File: config.mk
export PLATFORM = sky130hd
export DESIGN_NAME = screen_driver
export DESIGN_NICKNAME = d
export VERILOG_FILES = /design/src/rtl/screen_driver.sv
export SDC_FILE = /design/constraint.sdc
export NUM_CORES = 1
export LEC_CHECK = 0
export BUFFER_PORTS_ARGS = -buffer_cell sky130_fd_sc_hd__buf_2
export CORE_MARGIN = 3
export CORE_UTILIZATION = 55
export CTS_BUF_LIST = sky130_fd_sc_hd__clkbuf_4 sky130_fd_sc_hd__clkbuf_8 sky130_fd_sc_hd__clkbuf_16
export DETAILED_ROUTE_END_ITERATION = 8
export PLACE_DENSITY = 0.87
export SLEW_MARGIN = 30
export SYNTH_ARGS = -nofsm -noshare
export SYNTH_HDL_FRONTEND = slang
export SYNTH_SLANG_ARGS = --single-unit
File: constraint.sdc
create_clock -name clock -period 6.8 [get_ports clock]
set_input_delay 0.34 -clock clock [delete_from_list [all_inputs] [get_ports clock]]
set_output_delay 0.34 -clock clock [all_outputs]
set_load 0.01 [all_outputs]
File: src/rtl/screen_driver.sv
// screen_driver: 800x480 scan-out of a 4bpp framebuffer to VGA and LCD outputs through a 16-colour palette.
// Build option SCREEN_DRIVER_TEST_PATTERN_EN replaces framebuffer pixels with eight vertical colour bars.
module screen_driver (
  input  logic        clock,
  input  logic        reset,
  output logic        vga_hsync,
  output logic        vga_vsync,
  output logic [4:0]  vga_red,
  output logic [4:0]  vga_green,
  output logic [4:0]  vga_blue,
  output logic        lcd_de,
  output logic        lcd_hsync,
  output logic        lcd_vsync,
  output logic [7:0]  lcd_red,
  output logic [7:0]  lcd_green,
  output logic [7:0]  lcd_blue,
  output logic [18:0] fb_addr,
  input  logic [3:0]  fb_data
);

  localparam int unsigned H_TOTAL      = 1056;
  localparam int unsigned H_ACTIVE     = 800;
  localparam int unsigned H_SYNC_START = 840;
  localparam int unsigned H_SYNC_END   = 967;
  localparam int unsigned V_TOTAL      = 525;
  localparam int unsigned V_ACTIVE     = 480;
  localparam int unsigned V_SYNC_START = 493;
  localparam int unsigned V_SYNC_END   = 495;

  function automatic logic [23:0] palette(input logic [3:0] idx);
    logic [23:0] rgb;
    case (idx)
      4'd0:    rgb = 24'h000000;
      4'd1:    rgb = 24'h0000AA;
      4'd2:    rgb = 24'h00AA00;
      4'd3:    rgb = 24'h00AAAA;
      4'd4:    rgb = 24'hAA0000;
      4'd5:    rgb = 24'hAA00AA;
      4'd6:    rgb = 24'hAA5500;
      4'd7:    rgb = 24'hAAAAAA;
      4'd8:    rgb = 24'h555555;
      4'd9:    rgb = 24'h5555FF;
      4'd10:   rgb = 24'h55FF55;
      4'd11:   rgb = 24'h55FFFF;
      4'd12:   rgb = 24'hFF5555;
      4'd13:   rgb = 24'hFF55FF;
      4'd14:   rgb = 24'hFFFF55;
      default: rgb = 24'hFFFFFF;
    endcase
    return rgb;
  endfunction

  // Shared timing generator
  logic [10:0] h_q, h_d;
  logic [9:0]  v_q, v_d;
  logic        active, hsync_n, vsync_n;

  always_comb begin
    h_d = h_q + 11'd1;
    v_d = v_q;
    if (h_q == 11'(H_TOTAL - 1)) begin
      h_d = '0;
      v_d = (v_q == 10'(V_TOTAL - 1)) ? '0 : v_q + 10'd1;
    end
  end

  always_ff @(posedge clock or posedge reset) begin
    if (reset) begin
      h_q <= '0;
      v_q <= '0;
    end else begin
      h_q <= h_d;
      v_q <= v_d;
    end
  end

  assign active  = (h_q < 11'(H_ACTIVE)) && (v_q < 10'(V_ACTIVE));
  assign hsync_n = !((h_q >= 11'(H_SYNC_START)) && (h_q <= 11'(H_SYNC_END)));
  assign vsync_n = !((v_q >= 10'(V_SYNC_START)) && (v_q <= 10'(V_SYNC_END)));
  assign fb_addr = active ? (19'(v_q) * 19'd800 + 19'(h_q)) : '0;

  // Stage 1 tracks the RAM read so timing stays aligned with fb_data
  logic act1_q, hs1_q, vs1_q;
  logic [3:0] pix_idx;

`ifdef SCREEN_DRIVER_TEST_PATTERN_EN
  logic [2:0] bar1_q, bar_d;
  logic       unused_fb;

  always_comb begin
    bar_d = '0;
    for (int i = 1; i < 8; i++) begin
      if (h_q >= 11'(i * 100)) bar_d = 3'(i);
    end
  end

  always_ff @(posedge clock or posedge reset) begin
    if (reset) bar1_q <= '0;
    else       bar1_q <= bar_d;
  end

  assign unused_fb = ^fb_data;
  assign pix_idx   = {1'b0, bar1_q};
`else
  assign pix_idx = fb_data;
`endif

  always_ff @(posedge clock or posedge reset) begin
    if (reset) begin
      act1_q <= 1'b0;
      hs1_q  <= 1'b1;
      vs1_q  <= 1'b1;
    end else begin
      act1_q <= active;
      hs1_q  <= hsync_n;
      vs1_q  <= vsync_n;
    end
  end

  // Stage 2: palette lookup and output registers
  logic [23:0] colour_q, colour_d;
  logic        de_q, hs_q, vs_q;

  always_comb begin
    colour_d = act1_q ? palette(pix_idx) : 24'd0;
  end

  always_ff @(posedge clock or posedge reset) begin
    if (reset) begin
      colour_q <= '0;
      de_q     <= 1'b0;
      hs_q     <= 1'b1;
      vs_q     <= 1'b1;
    end else begin
      colour_q <= colour_d;
      de_q     <= act1_q;
      hs_q     <= hs1_q;
      vs_q     <= vs1_q;
    end
  end

  assign lcd_red   = colour_q[23:16];
  assign lcd_green = colour_q[15:8];
  assign lcd_blue  = colour_q[7:0];
  assign vga_red   = colour_q[23:19];
  assign vga_green = colour_q[15:11];
  assign vga_blue  = colour_q[7:3];
  assign lcd_de    = de_q;
  assign lcd_hsync = hs_q;
  assign lcd_vsync = vs_q;
  assign vga_hsync = hs_q;
  assign vga_vsync = vs_q;

endmodule

==> run_results.csv, run 1 <==
group,metric,value,unit
synthesis,yosys_warnings,0,
cells_and_area,num_antenna_cells,0,
synthesis,ys_ff_latch,32,
timing,tns,0,ns
synthesis,yosysSeqAreaShare,26.9,%
timing,rsz0062_at_grt,"no",
timing,max_freq,0.224,GHz
die,dieArea,0.00638,mm^2
cts,clkSinkCount,32,
cts,numCtsBuffers,5,
global_routing,antenna_found_initial,0,
cts,cts_setup_buffers,0,
cts,htreeDepth,2,
cells_and_area,fin_nets,428,
die,start_util,57.6,%
cts,insertion_delay,0.29,ns
synthesis,syn_inst,334,
global_routing,grt_first_pass_wirelength,9990,um
global_routing,overflow,0,
routing,ant_nets,0,
cts,cts_tree,"done",
worst_setup_path,path_max_fanout,6,
routing,drc_errors,0,
pwr,leakage,1.81,nW
placement,gp_congestion,0.866,
min_path,hold_class,"in -> async",
worst_setup_path,worstPathRequired,6.46,ns
synthesis,synth_nets,393,
pwr,p_clk_share,45.7,%
die,die_w,79.8,um
synthesis,synth.avg_cell_area,8.98,um^2
placement,port_buffers,68,
synthesis,synth_cell_types,46,
placement,placed_cell_area,0.00314,mm^2
timing,slew_viol_final,0,
status,outcome,"completed",
cells_and_area,areaGrowthSynthToFinish,8.26,%
routing,num_vias,2400,
job,cap_viol_max_count,0,
pwr,power_switching,91.7,uW
pwr,switching_share,22.5,%
timing,skew,0.00681,ns
routing,dr.pass1.iters,4,
timing,setup_viol,0,
cells_and_area,stdcell_count,440,
pwr,pwr-share-seq,47.7,%
synthesis,syn-cell-area,0.00300,mm^2
cts,hold_buffers,0,
timing,hold_viol,0,
timing,slew_headroom,39.8,%
cells_and_area,drive_gt1_share,22.4,%
pwr,powerDensity,125,mW/mm^2
global_routing,grtUsageTotal,19.7,%
cells_and_area,fin_area,0.00325,mm^2
pwr,ir_drop,0.0000782,V
synthesis,ys.flop_type,"dfrtp_1",
timing,tightest_slew,0.897,ns
cts,postCtsResizedCells,0,
timing,post-route-period-util,65.7,%
die,core,0.00520,mm^2
worst_setup_path,crit_arrival,4.13,ns
global_routing,first_global_vias,2247,
worst_setup_path,cp-end-kind,"primary output",
die,pin_count,69,
worst_setup_path,crit_type,"reg -> out",
pwr,intPower,316,uW
placement,hpwl,4810,um
synthesis,synth_edf_count,0,
cells_and_area,layout_commonest_cell,"buf_2",
routing,drt_wl_total,6070,um
cells_and_area,n_fill_cell,433,
cts,cts-root-buf,"clkbuf_8",
worst_setup_path,startpoint_type,"flip-flop",
placement,dp.cells,432,
routing,wl_per_cell,13.8,um
routing,drt_iter0_drc,121,
cts,clockBufferDepth,2,
die,die_y,79.8,um
cts,clk_pin_slew,0.07,ns
timing,min_period,4.47,ns
synthesis,postSynth.asyncResetShare,100,%
routing,avgViaCountPerCell,5.45,
cells_and_area,final_cell_mix,"buf_2 (68), ha_1 (47), inv_1 (29)",
global_routing,grt_max_degree,33,
pwr,p_comb_share,6.6,%
die,placementRows,26,
## routing by layer
| layer | global-route usage (%) | vias up | routed length [um] |
|---|---|---|---|
| li1 | - | 1176 | - |
| met3 | 2.82 | 9 | 398 |
| met2 | 36.1 | 96 | 2990 |
| met1 | 22.9 | 1119 | 2580 |
| met5 | 0 | - | 0 |
| met4 | 7.77 | 0 | 102 |
## final timing paths
check / start / end / slack, ns / cells past startpoint
max in group asynchronous: reset / lcd_vsync / 6.34 / 3
worst max register to register: h_q[6] / v_q[4] / 4.12 / 5
worst max-delay path: v_q[4] / fb_addr[18] / 2.33 / 15
min in group clock: fb_data[2] / colour_q[21] / 0.28 / 2
worst min-delay path: reset / h_q[5] / 0.13 / 3
worst min register to register: hs1_q / lcd_hsync / 0.36 / 0
## synth_stat cells, types with 12 or more instances
| master | number | area [um^2] |
|---|---|---|
| and3_1 | 12 | 75.1 |
| dfrtp_1 | 28 | 701 |
| ha_1 | 47 | 588 |
| o21ai_0 | 13 | 65.1 |
| buf_4 | 36 | 270 |
| a21oi_1 | 17 | 85.1 |
| inv_1 | 29 | 109 |
| nand2_1 | 18 | 67.6 |
| nor2_1 | 24 | 90.1 |
| xnor2_1 | 15 | 131 |
## critical path, cell delays in order, from the launching register on
cell and delay [ns]:
dfrtp_1 0.46, inv_1 0.10, ha_1 0.31, ha_1 0.28, inv_1 0.05, fa_1 0.50
inv_1 0.04, ha_1 0.34, a21o_1 0.19, a31o_2 0.22, o211a_1 0.24, or3_1 0.32
and3_1 0.20, a211o_1 0.29, a21oi_1 0.13, buf_2 0.16
## cell families (layout without fill, tap and decap cells)
family	after synthesis	in the layout	synth area share [%]
flip-flops	32	32	26.9
adder cells (fa/ha/maj)	53	53	23.6
buffers and inverters	70	106	13.6
XOR/XNOR	24	24	7.01
AND/OR/NAND/NOR	93	93	16.1
AO/OA/AOI/OAI	62	62	12.8
## cell type report
type	count	area (um^2)	area share, %
tap	70	87.6	2.70
sequential	32	806	24.8
clock inverter	2	35.0	1.08
multi-input combinational	232	1790	55.0
inverter	29	109	3.35
timing repair buffer	69	348	10.7
clock buffer	6	76.3	2.35
## state kept, by name, summed over array words and instances (netlist names)
signal	flops
act1_q	1
colour_q	5
h_q	11
hs1_q	1
lcd_de	1
lcd_hsync	1
lcd_vsync	1
v_q	10
vs1_q	1
## stage by stage
stage / setup WS (ns) / utilization, % / hold WS (ns) / power [mW]
after CTS: 2.33 / 62.4 / 0.146 / 0.408
final: 2.33 / 62.4 / 0.131 / 0.407
after global routing: 2.16 / 62.4 / 0.164 / 0.421
after detailed placement: 2.66 / 60.2 / 0.353 / 0.225
after floorplan: 2.90 / - / 0.345 / 0.225
after global placement: 2.78 / 60.2 / 0.347 / 0.225
## power by group through the flow
stage	logic, mW	clock network, mW	registers, mW
final	0.0268	0.186	0.194
after global routing	0.0297	0.197	0.195
after CTS	0.0274	0.186	0.194
after global placement	0.0273	0	0.198
after detailed placement	0.0274	0	0.198
after floorplan	0.0261	0	0.199
Note: power is estimated with default switching activity, not from simulation.
==> run 2: changes to the inputs <==
CORE_UTILIZATION = 50   (was 55)
PLACE_DENSITY = 0.84   (was 0.87)
clock period = 4 ns   (was 6.8 ns; I/O delays follow)
==> run 2 against run 1 <==
- the run now ends with setup timing left
- critical path depth decreased by 3
- final cell count increased by 4.8%
- combinational power increased by 75%
- sequential cell count unchanged
- worst hold slack improved by 0.041 ns
- total power increased by 70%
- sequential power increased by 71%
==> run_results.csv, run 2 (same netlist as run 1, synthesis figures left out) <==
group,metric,value,unit
timing,min_period,4.07,ns
worst_setup_path,crit_chain,"ha_1, ha_1, ha_1, fa_1, a21o_1, a21oi_1, xnor2_1, and3_1, and4_2, a211o_1, a21oi_1, buf_2",
routing,drt_iter0_drc,248,
cts,cts_tree,"done",
worst_setup_path,crit_type,"reg -> out",
global_routing,first_global_vias,2488,
routing,ant_nets,0,
timing,skew,0.00831,ns
pwr,p_comb_share,6.8,%
worst_setup_path,cpMostUsedCell,"ha_1",
worst_setup_path,path_max_fanout,6,
timing,slew_viol_final,0,
cells_and_area,layout_commonest_cell,"buf_2",
worst_setup_path,worstPathRequired,3.80,ns
routing,num_vias,2618,
cells_and_area,areaGrowthSynthToFinish,17.9,%
worst_setup_path,cp-end-kind,"primary output",
die,pin_count,69,
job,cap_viol_max_count,0,
cts,clkSinkCount,32,
cts,clockBufferDepth,2,
cells_and_area,num_antenna_cells,0,
pwr,p_clk_share,45.4,%
worst_setup_path,crit_path_max_incr_delay,0.50,ns
placement,gp_congestion,0.851,
pwr,switching_share,22.3,%
cells_and_area,largest_register,"h_q",
die,placementRows,27,
pwr,intPower,537,uW
pwr,pwr-share-seq,47.8,%
cells_and_area,fin_nets,447,
timing,post-route-period-util,102,%
routing,drt_wl_total,7390,um
timing,rsz0062_at_grt,"yes",
status,violations,"setup timing",
routing,drc_errors,0,
die,die_y,83.5,um
routing,avgViaCountPerCell,5.68,
global_routing,overflow,0,
placement,placed_cell_area,0.00316,mm^2
global_routing,grtUsageTotal,20.0,%
timing,tightest_slew,0.741,ns
status,outcome,"finished with violations",
min_path,hold_class,"in -> reg",
placement,port_buffers,68,
timing,hold_viol,0,
pwr,power.total,692,uW
cells_and_area,reg_top3,"h_q (11), v_q (10), colour_q (5)",
pwr,ir_drop,0.000186,V
cells_and_area,fin_area,0.00354,mm^2
worst_setup_path,crit_buf_inv,1,
die,dieArea,0.00696,mm^2
cells_and_area,final_cell_mix,"buf_2 (68), ha_1 (39), nor2_1 (24), dfrtp_1 (24), inv_1 (21)",
global_routing,grt_first_pass_wirelength,11600,um
worst_setup_path,crit_family,"adder cells",
timing,slew_headroom,50.3,%
timing,hold_ws,0.172,ns
timing,max_freq,0.246,GHz
worst_setup_path,startpoint_type,"flip-flop",
pwr,power_switching,154,uW
cells_and_area,drive_gt1_share,32.9,%
pwr,powerDensity,196,mW/mm^2
cts,numCtsBuffers,5,
worst_setup_path,crit_arrival,3.87,ns
routing,wl_per_cell,16.0,um
global_routing,antenna_found_initial,0,
placement,hpwl,4950,um
timing,worst_slack,-0.0695,ns
cells_and_area,largest_reg_flops,11,
pwr,leakage,1.88,nW
timing,setup_viol,1,
timing,tns,-0.0695,ns
cts,cts-root-buf,"clkbuf_8",
routing,dr.pass1.iters,4,
cts,insertion_delay,0.29,ns
cts,clk_pin_slew,0.06,ns
global_routing,grt_max_degree,33,
die,core,0.00564,mm^2
die,start_util,53.2,%
worst_setup_path,crit_slowest_cell,"fa_1",
cts,htreeDepth,2,
die,die_w,83.5,um
-- run 2: cell count changes in the layout (fill, tap and decap cells not counted), moves of 4 or more --
cell / delta
buf_4: +17
ha_1: -8
inv_1: -8
inv_2: +8
ha_4: +7
dfrtp_1: -4
dfrtp_2: +4
-- run 2: final timing paths --
path / end / start / depth (start not counted) / slack (ns)
max: fb_addr[18] / v_q[1] / 12 / -0.07
min: colour_q[22] / fb_data[3] / 2 / 0.17
max reg2reg: v_q[4] / h_q[6] / 5 / 1.34
min reg2reg: lcd_hsync / hs1_q / 0 / 0.36
max in group asynchronous: lcd_vsync / reset / 4 / 3.12
min in group asynchronous: lcd_de / reset / 4 / 0.54
-- run 2: through the flow --
stage,utilization (%),instances,worst slack (ns)
after CTS,61.0,456,0.0161
after detailed placement,56.0,437,-0.0211
after floorplan,-,334,0.235
after global placement,56.0,437,0.116
after global routing,62.7,461,-0.225
final,62.7,461,-0.0695
-- run 2: worst register-to-register path, stage by stage (launching register included) --
cell     delay (ns)
dfrtp_1        0.49
or3_1          0.40
or3_1          0.33
or3b_1         0.61
or2_1          0.45
o31ai_2        0.28
-- run 2: area by class of cell --
type                            instances  area [um^2]
Sequential cell                        32          811
Inverter                               29          109
Clock buffer                            6         76.3
Fill cell                             432         2110
Multi-Input combinational cell        232         1920
Clock inverter                          2         35.0
Timing Repair Buffer                   88          497
Tap cell                               72         90.1
-- run 2: power by group through the flow --
stage	clock network (mW)	logic [mW]	registers, mW
6_report	0.314	0.0470	0.331
3_5_place_dp	0	0.0471	0.337
4_1_cts	0.320	0.0478	0.331
5_1_grt	0.337	0.0507	0.332
2_1_floorplan	0	0.0444	0.338
3_3_place_gp	0	0.0468	0.336
-- run 2: routing by layer --
metal	up-vias	track usage, %	wire [um]
met2	135	35.9	3700
met1	1240	23.8	2970
li1	1216	-	-
met3	27	3.65	516
met4	0	7.02	209
met5	-	0	0
-- run 2: what timing repair did --
item | in CTS | in global routing
hold endpoints to repair | 13 | 0
hold buffers | 1 | 0
setup endpoints to repair | 3 | 3
cloned | 0 | 0
resized for setup | 19 | 13
setup buffers | 10 | 5
pin swaps | 12 | 10
